[src/rtl/sc_io_pkg.sv]
// Shared definitions for the single-cycle computer I/O responder.
// Register offsets, the blank segment pattern and the active-low seven-segment decode.
package sc_io_pkg;

  localparam logic [4:0] IO_SW       = 5'h00;
  localparam logic [4:0] IO_KEYLVL   = 5'h04;
  localparam logic [4:0] IO_KEYEDGE  = 5'h08;
  localparam logic [4:0] IO_HEXVAL   = 5'h0C;
  localparam logic [4:0] IO_HEXBLANK = 5'h10;
  localparam logic [4:0] IO_LED      = 5'h14;
  localparam logic [4:0] IO_CYCLES   = 5'h18;

  localparam logic [6:0] SEG_BLANK = 7'h7F;

  // Segment order is {g,f,e,d,c,b,a}; a 0 lights the segment.
  function automatic logic [6:0] seg7(input logic [3:0] v);
    logic [6:0] s;
    case (v)
      4'h0:    s = 7'h40;
      4'h1:    s = 7'h79;
      4'h2:    s = 7'h24;
      4'h3:    s = 7'h30;
      4'h4:    s = 7'h19;
      4'h5:    s = 7'h12;
      4'h6:    s = 7'h02;
      4'h7:    s = 7'h78;
      4'h8:    s = 7'h00;
      4'h9:    s = 7'h10;
      4'hA:    s = 7'h08;
      4'hB:    s = 7'h03;
      4'hC:    s = 7'h46;
      4'hD:    s = 7'h21;
      4'hE:    s = 7'h06;
      default: s = 7'h0E;
    endcase
    return s;
  endfunction

endpackage

[src/rtl/sc_io_debounce.sv]
// Per-key synchronizer and debouncer; level follows the key 2 + DEB_CYCLES edges after a clean change.
// rise is combinational and high in the cycle before the edge on which level goes 0 -> 1.
module sc_io_debounce #(
  parameter int DEB_CYCLES = 500000
) (
  input  logic clock,
  input  logic resetn,
  input  logic key_n,
  output logic level,
  output logic rise
);

  localparam int CW = $clog2(DEB_CYCLES);

  logic          s1;
  logic          s2;
  logic          stable;
  logic [CW-1:0] cnt;
  logic          expire;

  // Any mismatch-free cycle restarts the count, so glitches never accumulate.
  assign expire = (s2 != stable) && (cnt == CW'(DEB_CYCLES - 1));

  always_ff @(posedge clock or negedge resetn) begin
    if (!resetn) begin
      s1     <= 1'b0;
      s2     <= 1'b0;
      stable <= 1'b0;
      cnt    <= '0;
    end else begin
      s1 <= ~key_n;
      s2 <= s1;
      if (s2 == stable) begin
        cnt <= '0;
      end else if (expire) begin
        stable <= s2;
        cnt    <= '0;
      end else begin
        cnt <= cnt + CW'(1);
      end
    end
  end

  assign level = stable;
  assign rise  = expire & s2;

endmodule

[src/rtl/sc_io_port.sv]
// Memory-mapped I/O window for switches, keys, LEDs and six seven-segment digits.
// Stores commit on the rising edge and show up the next cycle; reads are combinational; no backpressure.
module sc_io_port
  import sc_io_pkg::*;
#(
  parameter logic [31:0] IO_BASE    = 32'h0000_00C0,
  parameter int          DEB_CYCLES = 500000
) (
  input  logic        clock,
  input  logic        resetn,
  input  logic [31:0] addr,
  input  logic [31:0] datain,
  input  logic        we,
  output logic [31:0] dataout,
  output logic        sel,
  input  logic [9:0]  sw,
  input  logic [3:1]  key,
  output logic [6:0]  hex5,
  output logic [6:0]  hex4,
  output logic [6:0]  hex3,
  output logic [6:0]  hex2,
  output logic [6:0]  hex1,
  output logic [6:0]  hex0,
  output logic [9:0]  led
);

  logic [4:0]  off;
  logic        wr;
  logic [9:0]  sw_s1;
  logic [9:0]  sw_s2;
  logic [2:0]  lvl;
  logic [2:0]  rise;
  logic [2:0]  keyedge;
  logic [2:0]  edge_clr;
  logic [23:0] hexval;
  logic [5:0]  hexblank;
  logic [9:0]  led_r;
  logic [31:0] cycles;
  logic [6:0]  seg [6];
  logic        unused_bits;

  assign sel         = (addr[31:5] == IO_BASE[31:5]);
  assign off         = {addr[4:2], 2'b00};
  assign wr          = sel & we;
  assign unused_bits = ^{addr[1:0], datain[31:24]};

  for (genvar k = 0; k < 3; k++) begin : g_key
    sc_io_debounce #(.DEB_CYCLES(DEB_CYCLES)) u_deb (
      .clock  (clock),
      .resetn (resetn),
      .key_n  (key[k+1]),
      .level  (lvl[k]),
      .rise   (rise[k])
    );
  end

  always_comb begin
    edge_clr = 3'b000;
    if (wr && (off == IO_KEYEDGE)) begin
      edge_clr = datain[2:0];
    end
  end

  always_ff @(posedge clock or negedge resetn) begin
    if (!resetn) begin
      sw_s1    <= '0;
      sw_s2    <= '0;
      keyedge  <= '0;
      hexval   <= '0;
      hexblank <= 6'h3F;
      led_r    <= '0;
      cycles   <= '0;
    end else begin
      sw_s1   <= sw;
      sw_s2   <= sw_s1;
      cycles  <= cycles + 32'd1;
      // A press edge arriving with a clear of the same bit must not be lost.
      keyedge <= (keyedge & ~edge_clr) | rise;
      if (wr) begin
        case (off)
          IO_HEXVAL:   hexval   <= datain[23:0];
          IO_HEXBLANK: hexblank <= datain[5:0];
          IO_LED:      led_r    <= datain[9:0];
          default:     ;
        endcase
      end
    end
  end

  always_comb begin
    dataout = 32'h0;
    if (sel) begin
      case (off)
        IO_SW:       dataout = {22'b0, sw_s2};
        IO_KEYLVL:   dataout = {29'b0, lvl};
        IO_KEYEDGE:  dataout = {29'b0, keyedge};
        IO_HEXVAL:   dataout = {8'b0, hexval};
        IO_HEXBLANK: dataout = {26'b0, hexblank};
        IO_LED:      dataout = {22'b0, led_r};
        IO_CYCLES:   dataout = cycles;
        default:     dataout = 32'h0;
      endcase
    end
  end

  for (genvar n = 0; n < 6; n++) begin : g_hex
    assign seg[n] = hexblank[n] ? SEG_BLANK : seg7(hexval[4*n +: 4]);
  end

  assign hex0 = seg[0];
  assign hex1 = seg[1];
  assign hex2 = seg[2];
  assign hex3 = seg[3];
  assign hex4 = seg[4];
  assign hex5 = seg[5];
  assign led  = led_r;

endmodule

[config.mk]
export PLATFORM = sky130hd
export DESIGN_NAME = sc_io_port
export DESIGN_NICKNAME = d
export VERILOG_FILES = /design/src/rtl/sc_io_pkg.sv /design/src/rtl/sc_io_debounce.sv /design/src/rtl/sc_io_port.sv
export SDC_FILE = /design/constraint.sdc
export NUM_CORES = 1
export LEC_CHECK = 0
export ABC_AREA = 1
export BUFFER_PORTS_ARGS = -buffer_cell sky130_fd_sc_hd__buf_2
export CAP_MARGIN = 15
export CORE_MARGIN = 3
export CORE_UTILIZATION = 55
export DETAILED_ROUTE_END_ITERATION = 6
export PLACE_DENSITY_LB_ADDON = 0.3
export SLEW_MARGIN = 0
export SYNTH_ARGS = -nofsm -noshare
export SYNTH_HDL_FRONTEND = slang
export SYNTH_SLANG_ARGS = --single-unit
export TNS_END_PERCENT = 100
[constraint.sdc]
create_clock -name clock -period 1.64 [get_ports clock]
set_input_delay 0.082 -clock clock [delete_from_list [all_inputs] [get_ports clock]]
set_output_delay 0.082 -clock clock [all_outputs]
set_load 0.01 [all_outputs]
==> load_flow_metrics.sql, run 1 <==
INSERT INTO impl_metrics (metric_group, metric, value, unit) VALUES
('final_layout', 'syn_to_final_growth', '45.2', '%'),
('detailed_routing', 'via_per_inst', '6.24', ''),
('logic_synthesis', 'post_synth_mux_area_share', '0', '%'),
('power', 'combinational_share_of_power', '6.0', '%'),
('clock_tree', 'cts_root_buffer_type', 'sky130_fd_sc_hd__clkbuf_16', ''),
('detailed_routing', 'routedWlPerCell', '21.6', 'µm'),
('worst_setup_path', 'crit_path_max_incr_delay', '0.48', 'ns'),
('clock_tree', 'cts.reportedPaths.clkPinSlew', '0.07', 'ns'),
('power', 'clock_share_of_power', '47.9', '%'),
('flow_run', 'max_cap_viol_count', '0', ''),
('clock_tree', 'cts_tree', 'yes', ''),
('floorplanning', 'core_area', '0.0169', 'mm²'),
('detailed_routing', 'drc_violation_count_after_routing', '5', ''),
('worst_setup_path', 'critical_path.startpoint_type', 'flip-flop', ''),
('grt', 'grt_overflow_total', '0', ''),
('final_layout', 'drive_gt1_share', '36.0', '%'),
('logic_synthesis', 'synth_fp_nets', '1378', ''),
('grt', 'total_global_route_track_usage', '31.2', '%'),
('grt', 'antenna_found_initial', '2', ''),
('timing', 'rsz0062_at_grt', 'true', ''),
('clock_tree', 'cts.path.max_buffers', '2', ''),
('worst_hold_path', 'min-delay-path-class', 'input pin to flip-flop', ''),
('clock_tree', 'clock_buffers_created_by_tritoncts', '17', ''),
('timing', 'timing_hold_violations_final', '0', ''),
('floorplanning', 'initial_utilization', '57.1', '%'),
('power', 'power.internal', '6690', 'µW'),
('timing', 'clock.fmax', '493', 'MHz'),
('timing', 'finalWorstSetupSlack', '-0.387', 'ns'),
('clock_tree', 'clock_tree.htree_level_count', '4', ''),
('final_layout', 'multiInputGateArea', '0.00603', 'mm²'),
('final_layout', 'finish.net_count', '1686', ''),
('outcome', 'result_of_the_run', 'finished with violations', ''),
('detailed_routing', 'drt_pre_antenna_iters', '7', ''),
('worst_setup_path', 'cpMaxStageDelayCell', 'sky130_fd_sc_hd__dfrtp_1', ''),
('logic_synthesis', 'number_of_cells_produced_by_synthesis', '1258', ''),
('floorplanning', 'chipWidth', '138', 'µm'),
('detailed_routing', 'vias', '11239', ''),
('worst_setup_path', 'arrival', '2.38', 'ns'),
('worst_setup_path', 'timing_worst_setup_path_type', 'flip-flop to flip-flop', ''),
('floorplanning', 'floorplan.die.height', '138', 'µm'),
('logic_synthesis', 'asyncSetResetFlopFracSynth', '100', '%'),
('worst_setup_path', 'cp_num_buf_inv', '0', ''),
('power', 'power.share.sequential', '46.0', '%'),
('logic_synthesis', 'synth_sequential_area_ratio', '41.9', '%'),
('worst_setup_path', 'cpLargestDelayFamily', 'simple AND/OR/NAND/NOR gates', ''),
('logic_synthesis', 'yosysWarnings', '0', ''),
('worst_setup_path', 'cp_data_required_time', '1.99', 'ns'),
('power', 'power_switching', '2110', 'µW'),
('worst_setup_path', 'worst_path_most_repeated_cell', 'sky130_fd_sc_hd__nand2_1', ''),
('worst_setup_path', 'critical_path.cell_chain', 'nand2_1 -> nor3_1 -> nand2_1 -> nor2_1 -> nand2_1 -> xnor2_1', ''),
('logic_synthesis', 'synth_fa_ha_area_share', '5.19', '%'),
('worst_setup_path', 'crit_fanout', '4', ''),
('place', 'place_congestion', '0.935', ''),
('clock_tree', 'clock-sinks', '161', ''),
('worst_setup_path', 'setup.worst_path.start', 'cycles[10]', ''),
('detailed_routing', 'route.antenna.remaining_nets', '0', ''),
('detailed_routing', 'route.final.wire_length', '38900', 'µm'),
('logic_synthesis', 'xor_xnor_portion_of_the_synthesized_cell_area', '4.91', '%'),
('power', 'power.leakage', '0.00663', 'µW'),
('timing', 'setup_viol_count_final', '65', ''),
('logic_synthesis', 'synth_compound_gate_area_share', '7.92', '%'),
('logic_synthesis', 'postSynthAreaPerCell', '7.66', 'µm²'),
('detailed_routing', 'dr.first_iter.drc_count', '1334', ''),
('timing', 'worst_slew_pin_slew', '0.632', 'ns'),
('place', 'numPortBuffers', '154', ''),
('worst_setup_path', 'critical_path.reg2reg.startpoint', 'cycles[10]', ''),
('outcome', 'failed_checks', 'DRC, setup timing', ''),
('logic_synthesis', 'synth.cell_area', '0.00964', 'mm²'),
('logic_synthesis', 'ys_ff_latch', '161', ''),
('place', 'post-dp-hpwl', '19200', 'µm'),
('grt', 'grt_pass1_vias', '10008', '');
## metal layers
layer | part of all wire, % | vias up | track usage (%)
met5 | 0 | - | 0
met4 | 9.1 | 0 | 15.1
met3 | 11 | 357 | 5.70
met2 | 45 | 945 | 52.5
met1 | 35 | 5165 | 38.9
li1 | - | 4772 | -
## state kept, by name, indices dropped and copies added (netlist names)
signal,count
hexval,24
hexblank,6
cycles,32
g_key.u_deb.cnt,57
led,10
g_key.u_deb.level,3
g_key.u_deb.s1,3
keyedge,3
g_key.u_deb.s2,3
sw_s1,10
sw_s2,10
## cell usage after synthesis, types with 6 or more instances
cell type | number | area (µm²)
sky130_fd_sc_hd__a21oi_1 | 46 | 230
sky130_fd_sc_hd__and3_1 | 7 | 43.8
sky130_fd_sc_hd__buf_4 | 8 | 60.1
sky130_fd_sc_hd__clkbuf_1 | 17 | 63.8
sky130_fd_sc_hd__dfrtp_1 | 155 | 3880
sky130_fd_sc_hd__dfstp_2 | 6 | 158
sky130_fd_sc_hd__ha_1 | 40 | 500
sky130_fd_sc_hd__inv_1 | 125 | 469
sky130_fd_sc_hd__nand2_1 | 343 | 1290
sky130_fd_sc_hd__nand3_1 | 69 | 345
sky130_fd_sc_hd__nand4_1 | 67 | 419
sky130_fd_sc_hd__nor2_1 | 150 | 563
sky130_fd_sc_hd__nor2_2 | 6 | 37.5
sky130_fd_sc_hd__nor3_1 | 40 | 200
sky130_fd_sc_hd__o2111ai_1 | 6 | 52.6
sky130_fd_sc_hd__o211ai_1 | 13 | 97.6
sky130_fd_sc_hd__o21ai_0 | 39 | 195
sky130_fd_sc_hd__o311ai_0 | 6 | 52.6
sky130_fd_sc_hd__xnor2_1 | 14 | 123
sky130_fd_sc_hd__xor2_1 | 40 | 350
## timing repair
item | 4_1_cts | 5_1_grt
pin swaps | 70 | 63
setup endpoints to repair | 51 | 96
hold buffers | 38 | 0
resized for setup | 212 | 170
buffers inserted | 51 | 43
endpoints found under the hold margin | 170 | 0
## kinds of logic (layout without fill, tap and decap cells)
family,count (synthesis),count (layout)
simple gates,709,709
buf+inv,166,487
compound gates,128,128
other cells,0,2
xor+xnor,54,54
fa+ha+maj,40,40
flops,161,161
## final timing paths
kind / to / slack (ns) / depth (start not counted)
hold reg to reg: sw_s2[5] / 0.35 / 0
hold / removal: hexblank[2] / 0.06 / 3
max in group asynchronous: hexblank[5] / 0.83 / 3
min in group asynchronous: g_key[0].u_deb.cnt[1] / 0.14 / 2
setup reg to reg: cycles[31] / -0.39 / 6
setup / recovery: cycles[31] / -0.39 / 6
## power groups by stage
stage | Combinational, µW | Clock, µW | Sequential [µW]
2_1_floorplan | 149 | 0 | 4110
3_3_place_gp | 406 | 0 | 4120
3_5_place_dp | 415 | 0 | 4120
4_1_cts | 494 | 4180 | 4050
5_1_grt | 571 | 4410 | 4050
6_report | 531 | 4220 | 4050
## per-stage QoR
step	hold WS (ns)	area, µm²	power (µW)	std cells
after floorplan	-0.214	9640	4260	1258
after global routing	0.0618	14000	9030	1801
after detailed placement	0.0631	10800	4540	1637
after CTS	0.0325	12900	8730	1757
final	0.0586	14000	8800	1801
after global placement	0.0623	10800	4520	1637
## cell type report
cell class	instances	share of cell area [%]
multi-input cells	931	43.1
flip-flops and latches	161	29.0
repair buffers	324	17.4
inverters	131	4.05
clock buffers	18	3.14
well taps	220	1.97
clock inverters	14	1.27
diodes	2	0.0358
## tightest hold or removal path, stage by stage
cell                      delay [ns]
sky130_fd_sc_hd__buf_2          0.22
sky130_fd_sc_hd__nand4_1        0.14
sky130_fd_sc_hd__nand2_1        0.05
(Power assumes the default switching activity.)
==> run 2: changes to the inputs <==
--- a/config.mk
+++ b/config.mk
@@ -11,6 +11,8 @@
 export CORE_MARGIN = 3
 export CORE_UTILIZATION = 55
 export DETAILED_ROUTE_END_ITERATION = 6
+export GPL_TIMING_DRIVEN = 0
+export MAX_ROUTING_LAYER = met4
 export PLACE_DENSITY_LB_ADDON = 0.3
 export SLEW_MARGIN = 0
 export SYNTH_ARGS = -nofsm -noshare
==> run 2 against run 1 <==
  * The flow still finishes with violations (DRC, setup timing)
  * Clock power barely moved
  * Maximum frequency rose by 2.2%
  * Sequential share of layout area grew 0.73 points
  * Worst setup slack gained 0.044 ns
  * Critical path depth stayed put
  * Power down 0.35%
  * Routed wire length down 15%
  * Register-to-register slack improved by 0.33 ns
  * Critical endpoint is now hex2[5]
  * Largest power group unchanged
==> load_flow_metrics.sql, run 2 (synthesis gave the netlist of run 1 again) <==
INSERT INTO impl_metrics (metric_group, metric, value, unit) VALUES
('outcome', 'result_of_the_run', 'finished with violations', ''),
('outcome', 'failed_checks', 'DRC, setup timing', ''),
('worst_setup_path', 'critical_path.startpoint_type', 'flip-flop', ''),
('final_layout', 'final_cell_area', '0.0137', 'mm²'),
('timing', 'fin_max_slew_vios', '0', ''),
('floorplanning', 'chipWidth', '138', 'µm'),
('grt', 'antenna_found_initial', '1', ''),
('worst_hold_path', 'min-delay-path-class', 'input pin to async pin', ''),
('final_layout', 'max_reg_flops', '57', ''),
('place', 'preCtsSetupSlack', '-0.172', 'ns'),
('worst_setup_path', 'cp_data_required_time', '1.56', 'ns'),
('final_layout', 'drive_gt1_share', '34.6', '%'),
('power', 'power.internal', '6760', 'µW'),
('final_layout', 'finish.net_count', '1663', ''),
('power', 'power_density', '642', 'mW/mm²'),
('detailed_routing', 'via_per_inst', '5.88', ''),
('floorplanning', 'floorplan.die.height', '138', 'µm'),
('timing', 'worst_slew_pin_slew', '0.682', 'ns'),
('timing', 'finalSetupTns', '-5.74', 'ns'),
('clock_tree', 'clock_buffers_created_by_tritoncts', '17', ''),
('timing', 'fin_crit_sh', '121', '%'),
('detailed_routing', 'vias', '10445', ''),
('clock_tree', 'cts.reportedPaths.clkPinSlew', '0.07', 'ns'),
('place', 'place_congestion', '0.933', ''),
('place', 'post-dp-hpwl', '19100', 'µm'),
('power', 'power_switching', '2000', 'µW'),
('detailed_routing', 'dr.first_iter.drc_count', '1055', ''),
('detailed_routing', 'drc_violation_count_after_routing', '8', ''),
('clock_tree', 'cts.path.max_buffers', '2', ''),
('floorplanning', 'initial_utilization', '57.1', '%'),
('timing', 'finalWorstSetupSlack', '-0.343', 'ns'),
('clock_tree', 'cts_root_buffer_type', 'sky130_fd_sc_hd__clkbuf_16', ''),
('clock_tree', 'clock-sinks', '161', ''),
('grt', 'grt_pass1_vias', '9697', ''),
('grt', 'grt_first_pass_wirelength', '47500', 'µm'),
('detailed_routing', 'routedWlPerCell', '18.6', 'µm'),
('worst_setup_path', 'timing_worst_setup_path_type', 'flip-flop to primary output', ''),
('worst_setup_path', 'crit_fanout', '5', ''),
('clock_tree', 'clock_tree.htree_level_count', '4', ''),
('floorplanning', 'core_area', '0.0169', 'mm²'),
('detailed_routing', 'route.final.wire_length', '33000', 'µm'),
('worst_setup_path', 'crit_path_end_kind', 'primary output', ''),
('detailed_routing', 'drt_pre_antenna_iters', '7', ''),
('power', 'clock_share_of_power', '47.8', '%'),
('timing', 'whs', '0.109', 'ns'),
('final_layout', 'max_flop_register', 'g_key.u_deb.cnt', ''),
('floorplanning', 'dieArea', '0.0191', 'mm²'),
('floorplanning', 'fp-row-count', '47', ''),
('grt', 'total_global_route_track_usage', '30.8', '%'),
('power', 'power.share.sequential', '46.3', '%'),
('grt', 'grt_max_degree', '126', ''),
('timing', 'final_period_minus_worst_setup_slack', '1.98', 'ns'),
('clock_tree', 'clock_insertion_delay_worst_skew', '0.43', 'ns'),
('grt', 'grt_overflow_total', '0', ''),
('timing', 'finalClockSkew', '0.00753', 'ns'),
('floorplanning', 'pin_count', '165', ''),
('power', 'final_total_power', '8770', 'µW'),
('power', 'max-vdd-ir-drop', '0.000750', 'V'),
('clock_tree', 'cts_tree', 'yes', ''),
('timing', 'timing_hold_violations_final', '0', ''),
('power', 'combinational_share_of_power', '5.9', '%'),
('timing', 'rsz0062_at_grt', 'true', ''),
('power', 'net_switching_fraction_of_the_power', '22.9', '%'),
('worst_setup_path', 'arrival', '1.90', 'ns'),
('place', 'numPortBuffers', '152', ''),
('power', 'power.leakage', '0.00645', 'µW'),
('final_layout', 'reg.largest.list', 'g_key.u_deb.cnt x57, cycles x32, hexval x24', ''),
('detailed_routing', 'route.antenna.remaining_nets', '0', ''),
('timing', 'setup_viol_count_final', '52', ''),
('timing', 'clock.fmax', '504', 'MHz'),
('final_layout', 'most_common_cell_after_layout_fill_and_taps_aside', 'sky130_fd_sc_hd__nand2_1', ''),
('final_layout', 'syn_to_final_growth', '41.7', '%'),
('place', 'dpl_cell_area', '0.0107', 'mm²'),
('timing', 'timing.max_slew.rel_slack', '54.6', '%'),
('final_layout', 'layout_common_cells', '316 x sky130_fd_sc_hd__nand2_1, 144 x sky130_fd_sc_hd__buf_2, 132 x sky130_fd_sc_hd__dfrtp_1, 129 x sky130_fd_sc_hd__nor2_1, 88 x sky130_fd_sc_hd__inv_1', ''),
('flow_run', 'max_cap_viol_count', '0', '');
-- run 2: path summary, 6_finish.rpt --
check,from,endpoint,slack [ns],cells after the start
setup / recovery,hexval[9],hex2[5],-0.34,6
hold / removal,resetn,g_key[0].u_deb.cnt[1],0.11,2
setup reg to reg,g_key[2].u_deb.cnt[0],g_key[2].u_deb.cnt[18],-0.06,8
hold reg to reg,sw_s1[4],sw_s2[4],0.35,0
max in group asynchronous,resetn,hexval[6],0.59,3
min in group clock,addr[2],keyedge[2],0.14,5
-- run 2: cell type report --
class | instances | area [µm²]
multi-input cells | 931 | 5980
flip-flops and latches | 161 | 4070
fillers | 995 | 3220
repair buffers | 266 | 1900
inverters | 131 | 571
clock buffers | 21 | 470
well taps | 220 | 275
plain buffers | 35 | 240
clock inverters | 11 | 151
diodes | 1 | 2.50
-- run 2: worst max-delay path, stage by stage (launching register included) --
cell and delay [ns]:
sky130_fd_sc_hd__dfrtp_2 0.49, sky130_fd_sc_hd__inv_4 0.08, sky130_fd_sc_hd__ha_4 0.15, sky130_fd_sc_hd__o21ai_0 0.30, sky130_fd_sc_hd__nand2_1 0.18, sky130_fd_sc_hd__nand2_1 0.13
sky130_fd_sc_hd__buf_2 0.14
-- run 2: power by group through the flow --
stage,sequential [µW],clock (µW),combinational [µW]
6_report,4060,4190,517
3_3_place_gp,4120,0,370
3_5_place_dp,4120,0,385
5_1_grt,4060,4390,566
2_1_floorplan,4110,0,149
4_1_cts,4050,4230,466
-- run 2: timing repair --
item                       4_1_cts  5_1_grt
hold endpoints to repair       151        0
pin swaps                       58       68
resized for setup              215      178
setup endpoints to repair       70      100
hold buffers                    38        0
cloned                           0        0
buffers inserted                44       33
-- run 2: metal layers --
layer / GRT usage [%] / vias to the layer above / wire length (µm)
li1: - / 4719 / -
met1: 37.3 / 4929 / 11900
met5: - / - / 0
met2: 51.2 / 621 / 16300
met3: 6.15 / 176 / 3070
met4: 11.4 / 0 / 1690
-- run 2: per-stage QoR --
step                util [%]  instances
floorplan                  -       1258
global placement        63.2       1630
detailed placement      63.5       1631
CTS                     75.3       1745
global route            80.9       1777
finish                  80.9       1777
==> run 3: changes to the inputs <==
==> constraint.sdc (replaced) <==
create_clock -name clock -period 2.2 [get_ports clock]
set_input_delay 0.11 -clock clock [delete_from_list [all_inputs] [get_ports clock]]
set_output_delay 0.11 -clock clock [all_outputs]
set_load 0.01 [all_outputs]
==> run 3 against run 2 <==
  * The run now ends clean
  * Global-route usage shrank 3.1 points
  * Power shrank 26%
  * Utilization shrank 12 points
  * Worst setup slack gained 0.39 ns
  * Critical path type unchanged
  * Critical endpoint is now dataout[4]
  * Largest cell class unchanged
==> load_flow_metrics.sql, run 3 (synthesis gave the netlist of run 1 again) <==
INSERT INTO impl_metrics (metric_group, metric, value, unit) VALUES
('final_layout', 'final_cell_area', '0.0117', 'mm²'),
('clock_tree', 'cts_hold_repair.buffers', '37', ''),
('place', 'post-dp-hpwl', '19100', 'µm'),
('place', 'preCtsSetupSlack', '0.388', 'ns'),
('worst_setup_path', 'critical_path.cell_chain', 'inv_1 -> o21ai_0 -> a211oi_1 -> nor2_1 -> buf_2', ''),
('timing', 'timing.max_slew.rel_slack', '53.0', '%'),
('timing', 'fin_crit_sh', '98.0', '%'),
('worst_setup_path', 'critical_path.startpoint_type', 'flip-flop', ''),
('power', 'max-vdd-ir-drop', '0.000570', 'V'),
('worst_hold_path', 'hold_end', 'hexval[23]', ''),
('place', 'dpl_cell_area', '0.0107', 'mm²'),
('final_layout', 'max_flop_register', 'g_key.u_deb.cnt', ''),
('grt', 'grt_first_pass_wirelength', '42800', 'µm'),
('detailed_routing', 'drc_violation_count_after_routing', '0', ''),
('timing', 'final_period_minus_worst_setup_slack', '2.16', 'ns'),
('power', 'power.leakage', '0.00566', 'µW'),
('clock_tree', 'clock_insertion_delay_worst_skew', '0.43', 'ns'),
('grt', 'total_global_route_track_usage', '27.6', '%'),
('timing', 'rsz0062_at_grt', 'false', ''),
('worst_setup_path', 'reg2reg_depth', '10', ''),
('worst_hold_path', 'min_from', 'datain[23]', ''),
('final_layout', 'layout.core_utilization', '69.3', '%'),
('worst_setup_path', 'crit_path_max_incr_delay', '0.56', 'ns'),
('worst_setup_path', 'cp_data_required_time', '2.09', 'ns'),
('place', 'place_congestion', '0.933', ''),
('clock_tree', 'clock_tree.htree_level_count', '4', ''),
('worst_hold_path', 'min-delay-path-class', 'input pin to flip-flop', ''),
('floorplanning', 'dieArea', '0.0191', 'mm²'),
('final_layout', 'most_common_cell_after_layout_fill_and_taps_aside', 'sky130_fd_sc_hd__nand2_1', ''),
('floorplanning', 'pin_count', '165', ''),
('timing', 'setup_viol_count_final', '0', ''),
('grt', 'grt_pass1_vias', '8983', ''),
('clock_tree', 'cts_root_buffer_type', 'sky130_fd_sc_hd__clkbuf_16', ''),
('timing', 'clock.fmax', '464', 'MHz'),
('detailed_routing', 'via_per_inst', '5.45', ''),
('worst_setup_path', 'crit_path_end_kind', 'primary output', ''),
('floorplanning', 'core_area', '0.0169', 'mm²'),
('timing', 'finalWorstSetupSlack', '0.0450', 'ns'),
('worst_setup_path', 'worstReg2RegEnd', 'g_key[2].u_deb.cnt[15]', ''),
('detailed_routing', 'drt_pre_antenna_iters', '6', ''),
('timing', 'worst_slew_pin_slew', '0.702', 'ns'),
('detailed_routing', 'route.antenna.remaining_nets', '0', ''),
('detailed_routing', 'route.final.wire_length', '25600', 'µm'),
('floorplanning', 'chipWidth', '138', 'µm'),
('power', 'power_density', '551', 'mW/mm²'),
('worst_setup_path', 'critical_path.reg2reg.startpoint', 'g_key[2].u_deb.cnt[0]', ''),
('final_layout', 'reg.largest.list', 'g_key.u_deb.cnt x57, cycles x32, hexval x24', ''),
('worst_setup_path', 'crit_fanout', '7', ''),
('worst_setup_path', 'arrival', '2.05', 'ns'),
('clock_tree', 'post-cts-setup-buffer-count', '0', ''),
('timing', 'finalSetupTns', '0', 'ns'),
('flow_run', 'max_cap_viol_count', '0', ''),
('place', 'numPortBuffers', '152', ''),
('clock_tree', 'cts_tree', 'yes', ''),
('outcome', 'result_of_the_run', 'completed', ''),
('timing', 'timing_hold_violations_final', '0', ''),
('worst_hold_path', 'timing.hold.worst_path_depth', '3', ''),
('worst_setup_path', 'cpMaxStageDelayCell', 'sky130_fd_sc_hd__dfstp_2', ''),
('clock_tree', 'post_cts_resize_count', '0', ''),
('worst_setup_path', 'r2r_setup_slack', '0.38', 'ns'),
('power', 'final_total_power', '6450', 'µW'),
('clock_tree', 'cts.path.max_buffers', '2', ''),
('clock_tree', 'cts.reportedPaths.clkPinSlew', '0.07', 'ns'),
('final_layout', 'layout_common_cells', '343 x sky130_fd_sc_hd__nand2_1, 155 x sky130_fd_sc_hd__buf_2, 155 x sky130_fd_sc_hd__dfrtp_1, 150 x sky130_fd_sc_hd__nor2_1, 125 x sky130_fd_sc_hd__inv_1', ''),
('final_layout', 'syn_to_final_growth', '21.5', '%'),
('worst_setup_path', 'timing_worst_setup_path_type', 'flip-flop to primary output', ''),
('final_layout', 'max_reg_flops', '57', ''),
('final_layout', 'drive_gt1_share', '15.9', '%'),
('timing', 'finalClockSkew', '0.00794', 'ns'),
('clock_tree', 'clock-sinks', '161', ''),
('final_layout', 'seq_area', '0.00404', 'mm²'),
('detailed_routing', 'routedWlPerCell', '15.0', 'µm'),
('floorplanning', 'fp-row-count', '47', ''),
('detailed_routing', 'vias', '9273', ''),
('grt', 'antenna_found_initial', '1', ''),
('final_layout', 'num-fill-cells', '1400', ''),
('final_layout', 'finish.net_count', '1587', ''),
('timing', 'fin_max_slew_vios', '0', ''),
('grt', 'grt_max_degree', '126', ''),
('final_layout', 'multiInputGateArea', '0.00490', 'mm²'),
('clock_tree', 'clock_buffers_created_by_tritoncts', '17', ''),
('grt', 'grt_overflow_total', '0', ''),
('floorplanning', 'initial_utilization', '57.1', '%'),
('detailed_routing', 'dr.first_iter.drc_count', '603', ''),
('floorplanning', 'floorplan.die.height', '138', 'µm');
-- run 3: cell count changes in the layout (fill, tap and decap cells not counted), moves of 20 or more --
cell                      previous run  this run
sky130_fd_sc_hd__buf_6              37         5
sky130_fd_sc_hd__buf_4              60         8
sky130_fd_sc_hd__dfrtp_1           132       155
sky130_fd_sc_hd__nor2_1            129       150
sky130_fd_sc_hd__inv_1              88       125
sky130_fd_sc_hd__nand3_2            25         3
sky130_fd_sc_hd__nand3_1            44        69
sky130_fd_sc_hd__ha_1                4        40
sky130_fd_sc_hd__nand2_1           316       343
sky130_fd_sc_hd__o21ai_0            13        39
sky130_fd_sc_hd__dfrtp_2            23         0
sky130_fd_sc_hd__inv_4              20         0
sky130_fd_sc_hd__ha_4               33         0
-- run 3: worst max path at each step --
stage | from | to | slack [ns] | depth (start not counted)
floorplan | g_key[2].u_deb.cnt[0] | g_key[2].u_deb.cnt[17] | 0.75 | 10
global placement | resetn | hexval[23] | -1.36 | 1
detailed placement | g_key[2].u_deb.cnt[0] | g_key[2].u_deb.cnt[15] | 0.39 | 10
CTS | hexblank[4] | dataout[4] | 0.12 | 5
global route | hexblank[4] | dataout[4] | 0.009 | 5
finish | hexblank[4] | dataout[4] | 0.04 | 5
-- run 3: area by class of cell --
type | count | area share (%)
diodes | 1 | 0.0214
plain buffers | 35 | 1.74
clock buffers | 21 | 4.02
clock inverters | 11 | 1.29
inverters | 131 | 4.20
multi-input cells | 931 | 41.9
flip-flops and latches | 161 | 34.5
well taps | 220 | 2.35
repair buffers | 190 | 9.99
-- run 3: critical path: cells and delay by family, from the launching register on --
kind	cells	cell delay, ns
flops	1	0.56
compound gates	2	0.48
buf+inv	2	0.33
simple gates	1	0.25
-- run 3: layer usage --
| layer | GRT usage, % | wire length [µm] | vias up |
|---|---|---|---|
| li1 | - | - | 4567 |
| met1 | 34.5 | 10500 | 4307 |
| met2 | 45.0 | 12400 | 345 |
| met3 | 5.70 | 1970 | 54 |
| met4 | 9.78 | 683 | 0 |
| met5 | - | 0 | - |
-- run 3: report_power, final --
group | total (µW) | leakage [µW] | internal (µW) | switching, µW
sequential | 3020 | 0.00213 | 3000 | 20.0
combinational | 340 | 0.00323 | 132 | 208
clock | 3090 | 0.000304 | 1890 | 1210
-- run 3: through the flow --
| stage | hold WS, ns | cells |
|---|---|---|
| 2_1_floorplan | -0.186 | 1258 |
| 3_3_place_gp | 0.218 | 1630 |
| 3_5_place_dp | -0.00386 | 1631 |
| 4_1_cts | 0.0133 | 1700 |
| 5_1_grt | 0.0217 | 1701 |
| 6_report | 0.0171 | 1701 |
